`src/rtl/rs232_rx_fifo.sv`:
```
// Receive-side byte FIFO between the RS-232 receiver and the CPU I/O bus.
// Drains each received byte through the rdy/done handshake and keeps a sticky overrun flag.
module rs232_rx_fifo #(
    parameter int DEPTH_LOG2 = 4
) (
    input  logic                  clk,
    input  logic                  rst,
    input  logic                  ce,
    input  logic                  rx_rdy,
    input  logic [7:0]            rx_data,
    output logic                  rx_done,
    input  logic                  rd,
    input  logic                  clr_ovr,
    output logic [7:0]            dout,
    output logic                  rdy,
    output logic                  overrun,
    output logic [DEPTH_LOG2:0]   count
);

    localparam int DEPTH = 1 << DEPTH_LOG2;
    localparam logic [DEPTH_LOG2:0] FULL_COUNT = {1'b1, {DEPTH_LOG2{1'b0}}};

    typedef enum logic {
        S_IDLE,
        S_WAIT
    } state_t;

    state_t                state;
    state_t                state_next;
    logic [7:0]            mem [DEPTH];
    logic [DEPTH_LOG2-1:0] wp;
    logic [DEPTH_LOG2-1:0] rp;
    logic                  pop;
    logic                  take;
    logic                  push;
    logic                  drop;

    assign rdy  = (count != '0);
    assign pop  = rd & ce & rdy;
    assign dout = rdy ? mem[rp] : 8'h00;

    always_ff @(posedge clk) begin
        if (rst) begin
            state <= S_IDLE;
        end else begin
            state <= state_next;
        end
    end

    // A full FIFO still accepts the byte when the CPU frees a slot in the same cycle.
    always_comb begin
        state_next = state;
        take       = 1'b0;
        push       = 1'b0;
        drop       = 1'b0;
        case (state)
            S_IDLE: begin
                if (rx_rdy) begin
                    take       = 1'b1;
                    state_next = S_WAIT;
                    if ((count != FULL_COUNT) || pop) begin
                        push = 1'b1;
                    end else begin
                        drop = 1'b1;
                    end
                end
            end
            S_WAIT: begin
                if (!rx_rdy) begin
                    state_next = S_IDLE;
                end
            end
            default: state_next = S_IDLE;
        endcase
    end

    always_ff @(posedge clk) begin
        if (rst) begin
            wp      <= '0;
            rp      <= '0;
            count   <= '0;
            overrun <= 1'b0;
            rx_done <= 1'b0;
        end else begin
            rx_done <= take;
            if (push) begin
                wp <= wp + 1'b1;
            end
            if (pop) begin
                rp <= rp + 1'b1;
            end
            case ({push, pop})
                2'b10:   count <= count + 1'b1;
                2'b01:   count <= count - 1'b1;
                default: count <= count;
            endcase
            // A drop in the same cycle as a clear leaves the flag set.
            if (drop) begin
                overrun <= 1'b1;
            end else if (clr_ovr && ce) begin
                overrun <= 1'b0;
            end
        end
    end

    always_ff @(posedge clk) begin
        if (push && !rst) begin
            mem[wp] <= rx_data;
        end
    end

endmodule

```
`config.mk`:
```
export PLATFORM = sky130hd
export DESIGN_NAME = rs232_rx_fifo
export DESIGN_NICKNAME = d
export VERILOG_FILES = /design/src/rtl/rs232_rx_fifo.sv
export SDC_FILE = /design/constraint.sdc
export NUM_CORES = 1
export LEC_CHECK = 0
export BUFFER_PORTS_ARGS = -buffer_cell sky130_fd_sc_hd__clkbuf_2
export CELL_PAD_IN_SITES_DETAIL_PLACEMENT = 1
export CELL_PAD_IN_SITES_GLOBAL_PLACEMENT = 1
export CORE_ASPECT_RATIO = 1.5
export CORE_MARGIN = 2
export CORE_UTILIZATION = 32
export CTS_BUF_LIST = sky130_fd_sc_hd__clkbuf_2
export CTS_CLUSTER_DIAMETER = 30
export CTS_CLUSTER_SIZE = 16
export DETAILED_ROUTE_END_ITERATION = 8
export GPL_ROUTABILITY_DRIVEN = 0
export GPL_TIMING_DRIVEN = 0
export PLACE_DENSITY = 0.6
export SLEW_MARGIN = 20
export SYNTH_ARGS = -nofsm -noshare
export SYNTH_HDL_FRONTEND = slang
export SYNTH_SLANG_ARGS = --single-unit
```
`constraint.sdc`:
```
create_clock -name clk -period 2.6 [get_ports clk]
set_input_delay 0.39 -clock clk [delete_from_list [all_inputs] [get_ports clk]]
set_output_delay 0.39 -clock clk [all_outputs]
set_load 0.005 [all_outputs]
```
==> results_dict.tcl, run 1 <==
set metrics [dict create \
    path_cells "buf_8 -> buf_12 -> mux4_2 -> nor2b_4 -> a211oi_2 -> a211oi_2 -> clkbuf_2" \
    endpoint_kind "primary output" \
    ys_seq_area_frac 0.696 \
    vias_per_cell 4.87 \
    globalRouteTotalUtil 0.145 \
    post-place-ws_ns -0.479 \
    drt_iter0_drc 192 \
    top_layer_used "met4" \
    dpl_cell_area_mm2 0.00660 \
    setup_viol 10 \
    die_y_um 173 \
    totalWireLength_um 13700 \
    critPathArrivalTime_ns 2.43 \
    fp.coreArea_mm2 0.0186 \
    met2_length_um 7780 \
    drc 0 \
    yosysTopAreaCell "edfxtp_1" \
    max_slew.worst_pin.slew_ns 0.715 \
    die-area_mm2 0.0202 \
    synth_warnings 0 \
    dr.pass1.iters 4 \
    nets 428 \
    peakVddDrop_v 0.000357 \
    cp_max_fo 5 \
    fmax_ghz 0.354 \
    holdWs_ns 0.0785 \
    ys_top_cells_by_area "edfxtp_1 (63%), mux4_2 (8.5%), dfxtp_1 (6.6%), mux4_1 (3.9%), a211oi_1 (2.1%)" \
    initial_core_util 0.327 \
    dp_hpwl_um 8920 \
    synth_ff_type "edfxtp_1" \
    synth_top_area_frac 0.630 \
    wl_met1_um 5440 \
    place_inst 625 \
    violations "negative setup slack" \
    maxSlewViolCount 0 \
    fillers 1899 \
    crit_path_start_kind "flop" \
    cp_top_family "multiplexers" \
    final_cells 670 \
    cts.path.max_buffers 2 \
    antenna_found_initial 1 \
    crit_top_cell "a211oi_2" \
    grt_pass1_vias 3609 \
    syn_nets 367 \
    clock_skew_ns 0.0314 \
    drive_above_1_share 0.424 \
    leakage_nw 2.34 \
    slew_headroom 0.523 \
    area_growth_pct 20.5 \
    drt-wirelength-per-cell_um 20.5 \
    num_rows 61 \
    clock-sinks 148 \
    synth_area_per_cell_um2 17.7 \
    total_power_mw 5.48 \
    fin_crit_ns 2.82 \
    ios 30 \
    num_vias 3266 \
    path_buf_inv 3 \
    synth_edf_count 128 \
    port_buffers 29 \
    status "finished, violations left" \
    ys_async_sr_fraction 0 \
    hold_class "primary input to flop" \
    cts.clk_slew.worst_paths_ns 0.23 \
    rsz0062_at_grt "yes" \
    powerDensity_mw_per_mm2 747 \
    final_hold_viol_count 0 \
    maxCapViolCount 0 \
    fin_crit_sh 1.09 \
    root_buffer "clkbuf_2" \
    fin_tns_setup_ns -1.69 \
    path_class "flop to primary output" \
    tritoncts "built" \
    final_area_mm2 0.00734 \
    fin_util 0.394 \
    route.met3.wl_um 345 \
    regArea_mm2 0.00426 \
    yosysUniqueCellTypes 44 \
    setup_slack_ns -0.224 \
    netlist_area_mm2 0.00610 \
    multi_input_area_mm2 0.00198 \
    final_common_cell "edfxtp_1" \
    final_cell_mix "edfxtp_1 (128), clkbuf_2 (47), mux4_2 (32)" \
    overflow 0 \
    grt_first_pass_wirelength_um 21400 \
    ant_nets 0 \
    ys_ff_latch 148 \
    crit_required_ns 2.21 \
    postSynthCellCount 344 \
    cts_max_level 4 \
    numCtsBuffers 17 \
    grt_max_degree 17 \
    dieWidth_um 117 \
    clk_latency_ns 0.67 \
    slowest_delay_ns 0.49 \
    slowest_stage "mux4_2" \
]
[Yosys cell counts (4+ instances only)]
cell / number
a211oi_1: 17
buf_2: 6
clkbuf_1: 7
dfxtp_1: 20
edfxtp_1: 128
ha_1: 9
inv_1: 7
mux2i_1: 11
mux4_1: 9
mux4_2: 23
nand2_1: 9
nand2b_1: 7
nor2_1: 26
nor2b_1: 10
nor3_1: 5
o21ai_0: 4
xor2_1: 4
[timing repair]
action,CTS,global route
gates resized for setup,82,20
gates cloned,1,0
hold endpoints to repair,3,0
setup buffers,8,4
hold buffers,3,0
endpoints found under the setup margin,109,29
pin swaps,21,10
[report_power, final]
part	internal [mW]	leakage, nW	switching, mW	total [mW]
Sequential	2.64	1.32	0.0683	2.71
Clock	0.470	0.144	0.899	1.37
Combinational	0.697	0.877	0.707	1.40
Total	3.81	2.34	1.67	5.48
[sequential cells by signal, indices dropped and copies added (netlist names), named ones only]
register  cells
rx_done       1
wp            4
rp            4
state         1
mem         128
count         5
overrun       1
[kinds of logic after synthesis]
group,after synthesis,share of synthesized area
multiplexers,43,0.142
AO/OA/AOI/OAI,35,0.0441
adder cells (fa/ha/maj),9,0.0185
flip-flops,148,0.696
AND/OR/NAND/NOR,74,0.0640
buffers and inverters,28,0.0254
XOR/XNOR,7,0.0101
[final cells by class]
| type | instances | share of cell area |
|---|---|---|
| sequential | 148 | 0.579 |
| buffer | 18 | 0.0256 |
| clock inverter | 14 | 0.0230 |
| inverter | 7 | 0.00358 |
| timing repair buffer | 45 | 0.0443 |
| tap | 252 | 0.0429 |
| clock buffer | 17 | 0.0116 |
| multi-input combinational | 168 | 0.269 |
| antenna | 1 | 0.000341 |
[per-layer routing]
| layer | GRT usage | up-vias |
|---|---|---|
| li1 | - | 1486 |
| met1 | 0.174 | 1703 |
| met2 | 0.260 | 65 |
| met3 | 0.0277 | 12 |
| met4 | 0.0422 | 0 |
| met5 | 0 | - |
[final timing paths]
path / start / end / slack [ns] / cells past startpoint
hold / removal: ce / overrun / 0.08 / 3
setup reg to reg: count[1] / count[4] / -0.10 / 11
setup / recovery: flop / dout[4] / -0.22 / 7
hold reg to reg: rp[3] / flop / 0.54 / 2
[worst min-delay path: cells and delay by family]
| family | cells | cell delay [ns] |
|---|---|---|
| AOI/OAI and AO/OA | 2 | 0.25 |
| buffers and inverters | 1 | 0.10 |
(Power assumes the default switching activity.)
==> run 2: changes to the inputs <==
--- a/config.mk
+++ b/config.mk
@@ -12,11 +12,9 @@
 export CORE_MARGIN = 2
 export CORE_UTILIZATION = 32
 export CTS_BUF_LIST = sky130_fd_sc_hd__clkbuf_2
-export CTS_CLUSTER_DIAMETER = 30
 export CTS_CLUSTER_SIZE = 16
 export DETAILED_ROUTE_END_ITERATION = 8
 export GPL_ROUTABILITY_DRIVEN = 0
-export GPL_TIMING_DRIVEN = 0
 export PLACE_DENSITY = 0.6
 export SLEW_MARGIN = 20
 export SYNTH_ARGS = -nofsm -noshare
==> run 2 against run 1 <==
The run still ends with negative setup slack left. Global-route usage is 0.46 points lower. Total power is 7.9% lower. Clock-buffer cell count grew 6. Routed wire length is 2.6% lower. Via count grew 2.6%. Largest cell class unchanged. Non-clock buffer count grew 17. Clock skew shrank 0.0076 ns. Register-to-register slack improved by 0.14 ns. Worst hold slack better by 0.0084 ns. First-iteration DRC count increased by 2.6%. Critical path type unchanged. Highest routed layer unchanged. Final cell count up 2.5%.
==> results_dict.tcl, run 2 (same netlist as run 1, synthesis figures left out) <==
set metrics [dict create \
    dp_hpwl_um 8890 \
    critPathArrivalTime_ns 2.49 \
    fmax_ghz 0.347 \
    hold_path_depth 1 \
    ios 30 \
    overflow 0 \
    maxCapViolCount 0 \
    totalWireLength_um 13400 \
    clock_skew_ns 0.0238 \
    cts.path.max_buffers 2 \
    setup_slack_ns -0.278 \
    cp_max_fo 6 \
    fillers 1928 \
    die_y_um 173 \
    rrSetupSlack_ns 0.04 \
    dr.pass1.iters 4 \
    grt_pass1_vias 3661 \
    maxSlewViolCount 0 \
    grt_max_degree 33 \
    place_inst 639 \
    final_area_mm2 0.00727 \
    port_buffers 29 \
    final_hold_viol_count 0 \
    biggestRegsByFlops "mem x128, count x5" \
    initial_core_util 0.327 \
    area_growth_pct 19.2 \
    crit_required_ns 2.21 \
    final_cell_mix "edfxtp_1 (128), clkbuf_2 (51), buf_4 (39)" \
    cp_top_family "multiplexers" \
    fin_crit_sh 1.11 \
    tritoncts "built" \
    final_cells 687 \
    slowest_delay_ns 0.50 \
    path_class "flop to primary output" \
    endpoint_kind "primary output" \
    fin_crit_ns 2.88 \
    setup_viol 8 \
    final_common_cell "edfxtp_1" \
    hold_class "primary input to flop" \
    dieWidth_um 117 \
    max_slew.worst_pin.slew_ns 0.542 \
    drt-wirelength-per-cell_um 19.4 \
    drive_above_1_share 0.394 \
    leakage_nw 2.41 \
    drt_iter0_drc 197 \
    r2r_cells 10 \
    fp.coreArea_mm2 0.0186 \
    crit_path_start_kind "flop" \
    nets 445 \
    die-area_mm2 0.0202 \
    largest_register_ffs 128 \
    powerDensity_mw_per_mm2 695 \
    antenna_found_initial 1 \
    clk_latency_ns 0.70 \
    num_rows 61 \
    largest_register "mem" \
    slew_headroom 0.636 \
    grt_first_pass_wirelength_um 20700 \
    peakVddDrop_v 0.000486 \
    cts_max_level 4 \
    path_buf_inv 3 \
    vias_per_cell 4.88 \
    violations "negative setup slack" \
    slowest_stage "mux4_2" \
    path_cells "buf_12 -> buf_16 -> mux4_2 -> nor2b_1 -> a211oi_2 -> a211oi_1 -> clkbuf_2" \
    numCtsBuffers 17 \
    num_vias 3352 \
    globalRouteTotalUtil 0.140 \
    ant_nets 0 \
    status "finished, violations left" \
    root_buffer "clkbuf_2" \
    rsz0062_at_grt "yes" \
    drc 0 \
    cp.depth 7 \
    dpl_cell_area_mm2 0.00673 \
    clock-sinks 148 \
    cts.clk_slew.worst_paths_ns 0.20 \
]
[run 2: cell count changes in the layout (fill, tap and decap cells not counted), moves of 5 or more]
cell	delta
buf_6	-5
buf_4	+29
nor2_1	+12
nor2_2	-7
nor2_4	-5
[run 2: final timing paths]
path | startpoint | to
setup / recovery | flop | dout[6]
hold / removal | rx_data[7] | mem[12][7]
setup reg to reg | count[0] | count[4]
hold reg to reg | rp[3] | rp[3]
[run 2: through the flow]
stage                      util  setup TNS, ns  worst slack [ns]  hold WS [ns]  power (mW)
after global routing      0.390          -2.95            -0.438        0.0326        5.33
after global placement    0.362              0            0.0919         0.490        3.79
after detailed placement  0.362        -0.0412           -0.0412         0.507        3.83
after floorplan               -        -0.0641           -0.0641         0.467        3.38
final                     0.390          -1.41            -0.278        0.0869        5.05
after CTS                 0.383          -2.52            -0.335        0.0240        5.04
[run 2: final cells by class]
cell class	instances	area, um2	share of cell area
sequential	148	4260	0.586
multi-input combinational	168	1830	0.252
timing repair buffer	80	661	0.0909
tap	252	315	0.0434
clock buffer	23	115	0.0158
clock inverter	8	61.3	0.00844
inverter	7	26.3	0.00362
antenna	1	2.50	0.000344
[run 2: per-layer routing]
layer / wire length [um] / global-route usage
met1: 5120 / 0.158
met2: 7680 / 0.256
met3: 398 / 0.0368
met4: 162 / 0.0397
met5: 0 / 0
[run 2: worst reg2reg max path, delay by kind of cell, from the launching register on]
| family | cells | cell delay, ns |
|---|---|---|
| adder cells (fa/ha/maj) | 2 | 0.39 |
| AND/OR/NAND/NOR | 3 | 0.98 |
| buffers and inverters | 1 | 0.06 |
| AO/OA/AOI/OAI | 3 | 0.58 |
| flip-flops | 1 | 0.38 |
| XOR/XNOR | 1 | 0.13 |
[run 2: repair_timing]
action,in CTS,in global routing
setup buffers,2,10
pin swaps,13,6
gates cloned,2,1
hold buffers,3,0
endpoints found under the hold margin,3,0
resized for setup,29,19
setup endpoints to repair,9,10
[run 2: power by group]
group / leakage, nW / switching (mW) / internal [mW]
registers: 1.32 / 0.0617 / 2.64
logic: 0.964 / 0.658 / 0.604
clock network: 0.130 / 0.737 / 0.347
==> run 3: changes to the inputs <==
--- a/config.mk
+++ b/config.mk
@@ -5,6 +5,7 @@
 export SDC_FILE = /design/constraint.sdc
 export NUM_CORES = 1
 export LEC_CHECK = 0
+export ABC_AREA = 1
 export BUFFER_PORTS_ARGS = -buffer_cell sky130_fd_sc_hd__clkbuf_2
 export CELL_PAD_IN_SITES_DETAIL_PLACEMENT = 1
 export CELL_PAD_IN_SITES_GLOBAL_PLACEMENT = 1
@@ -15,7 +16,7 @@
 export CTS_CLUSTER_SIZE = 16
 export DETAILED_ROUTE_END_ITERATION = 8
 export GPL_ROUTABILITY_DRIVEN = 0
-export PLACE_DENSITY = 0.6
+export PLACE_DENSITY = 0.64
 export SLEW_MARGIN = 20
 export SYNTH_ARGS = -nofsm -noshare
 export SYNTH_HDL_FRONTEND = slang
==> run 3 against run 2 <==
The flow still finishes with violations (negative setup slack). Sequential share of layout area shrank 4.1 points. Global-route usage rose by 2.2 points. Flip-flop and latch count unchanged. Worst hold slack improved by 0.025 ns. Maximum frequency is 10% higher. Total power up 0.71%. Final area up 7.3%. Critical path type unchanged. Highest routed layer unchanged.
==> results_dict.tcl, run 3 <==
set metrics [dict create \
    hold_path_depth 1 \
    synth_top_area_frac 0.617 \
    final_common_cell "nand2_1" \
    area_growth_pct 25.1 \
    synth_warnings 0 \
    crit_top_cell "nand2_2" \
    hold_class "primary input to flop" \
    syn_nets 597 \
    largest_register "mem" \
    ant_nets 0 \
    final_cell_mix "nand2_1 (164), edfxtp_1 (128), nand3_1 (62)" \
    biggestRegsByFlops "mem x128, count x5" \
    clock-sinks 148 \
    crit_path_start_kind "flop" \
    hp-start "rx_data[6]" \
    endpoint_kind "primary output" \
    ios 30 \
    total_power_mw 5.08 \
    holdPathEnd "mem[2][6]" \
    overflow 0 \
    rsz0062_at_grt "yes" \
    yosysUniqueCellTypes 21 \
    slowest_delay_ns 0.42 \
    synth_top_cells_by_count "nand2_1 (196), edfxtp_1 (128), nand3_1 (104)" \
    largest_register_ffs 128 \
    rrSetupSlack_ns 0.34 \
    ys_async_sr_fraction 0 \
    final_hold_viol_count 0 \
    fin_tns_setup_ns -0.0378 \
    grt_pass1_vias 4675 \
    nets 669 \
    yosysMostFrequentCell "nand2_1" \
    dp_hpwl_um 10600 \
    status "finished, violations left" \
    synth_area_per_cell_um2 10.9 \
    peakVddDrop_v 0.000313 \
    ys_top_cells_by_area "edfxtp_1 (62%), nand2_1 (12%), nand3_1 (8.4%), dfxtp_1 (6.4%), ha_1 (1.8%)" \
    drt-wirelength-per-cell_um 19.8 \
    num_vias 4523 \
    die_y_um 175 \
    num_rows 62 \
    ys_ff_latch 148 \
    fmax_ghz 0.382 \
    cts.clk_slew.worst_paths_ns 0.25 \
    root_buffer "clkbuf_2" \
    clk_latency_ns 0.74 \
    r2r_cells 15 \
    slew_headroom 0.682 \
    antenna_found_initial 1 \
    setup_slack_ns -0.0167 \
    drive_above_1_share 0.299 \
    totalWireLength_um 18100 \
    powerDensity_mw_per_mm2 652 \
    grt_first_pass_wirelength_um 25100 \
    setup_viol 3 \
    synth_ff_type "edfxtp_1" \
    ys_seq_area_frac 0.681 \
    violations "negative setup slack" \
    crit_required_ns 2.21 \
    maxCapViolCount 0 \
    port_buffers 29 \
    initial_core_util 0.325 \
    fin_crit_ns 2.62 \
    synth_edf_count 128 \
    leakage_nw 2.98 \
    maxSlewViolCount 0 \
    tritoncts "built" \
    postSynthCellCount 574 \
    netlist_area_mm2 0.00623 \
    vias_per_cell 4.94 \
    clock_skew_ns 0.0386 \
    fp.coreArea_mm2 0.0192 \
    path_class "flop to primary output" \
    drc 0 \
    cp_max_fo 8 \
    drt_iter0_drc 241 \
    reg2reg_to "count[4]" \
    post-place-ws_ns 0.246 \
    dr.pass1.iters 4 \
    critPathArrivalTime_ns 2.23 \
    fillers 2107 \
    fin_crit_sh 1.01 \
    die-area_mm2 0.0206 \
    cts.path.max_buffers 2 \
    cts_max_level 4 \
    grt_max_degree 34 \
    slowest_stage "dfxtp_4" \
    max_slew.worst_pin.slew_ns 0.477 \
    yosysTopAreaCell "edfxtp_1" \
    dieWidth_um 118 \
    globalRouteTotalUtil 0.163 \
    path_cells "buf_8 -> clkinv_8 -> buf_12 -> nand2_1 -> nand3_1 -> nand3_2 -> nand2_2 -> nand2_2 -> a21oi_2 -> buf_2" \
    numCtsBuffers 17 \
    reg2reg_from "count[1]" \
]
-- run 3: per-stage QoR --
stage	std cells	utilization	hold slack, ns	instance area [um2]
floorplan	574	-	0.471	6230
global placement	858	0.350	0.486	6720
global route	916	0.407	0.0420	7790
CTS	898	0.372	0.0115	7130
finish	916	0.407	0.112	7790
detailed placement	858	0.350	0.482	6720
-- run 3: power breakdown --
part | internal (mW) | switching, mW | total [mW]
sequential | 2.62 | 0.0425 | 2.66
clock | 0.349 | 0.874 | 1.22
combinational | 0.491 | 0.708 | 1.20
-- run 3: cell families after synthesis --
logic type | synth area share
simple gates | 0.222
flops | 0.681
buf+inv | 0.0454
compound gates | 0.0225
fa+ha+maj | 0.0181
xor+xnor | 0.0112
-- run 3: layout make-up --
class | instances | area [um2] | share of cell area
inverters | 28 | 125 | 0.0161
well taps | 256 | 320 | 0.0411
clock buffers | 17 | 85.1 | 0.0109
repair inverters | 1 | 11.3 | 0.00144
diodes | 1 | 2.50 | 0.000321
multi-input cells | 373 | 2060 | 0.264
repair buffers | 77 | 815 | 0.104
clock inverters | 15 | 129 | 0.0165
flip-flops and latches | 148 | 4250 | 0.545
-- run 3: layer usage --
| layer | track usage | vias to the layer above | routed length, um |
|---|---|---|---|
| met3 | 0.0310 | 28 | 494 |
| li1 | - | 2101 | - |
| met4 | 0.0688 | 0 | 376 |
| met5 | 0 | - | 0 |
| met1 | 0.175 | 2316 | 6980 |
| met2 | 0.307 | 78 | 10300 |
-- run 3: critical path, delay by kind of cell, from the launching register on --
family | cells | cell delay [ns]
flip-flops | 1 | 0.42
AO/OA/AOI/OAI | 1 | 0.14
buffers and inverters | 4 | 0.51
AND/OR/NAND/NOR | 5 | 0.43
-- run 3: repair_timing --
item,CTS,global route
setup buffers,2,4
hold buffers,5,0
endpoints found under the hold margin,8,0
gates cloned,1,13
endpoints found under the setup margin,8,10
pin swaps,1,33
gates resized for setup,30,97
-- run 3: how the worst max path moves through the flow --
stage                     startpoint        to  cells after the start
after floorplan             count[0]  count[4]                     17
final                           flop   dout[2]                     10
after CTS                       flop   dout[5]                      9
after detailed placement          ce  count[4]                     17
after global routing            flop   dout[6]                     10
after global placement            ce  count[4]                     17
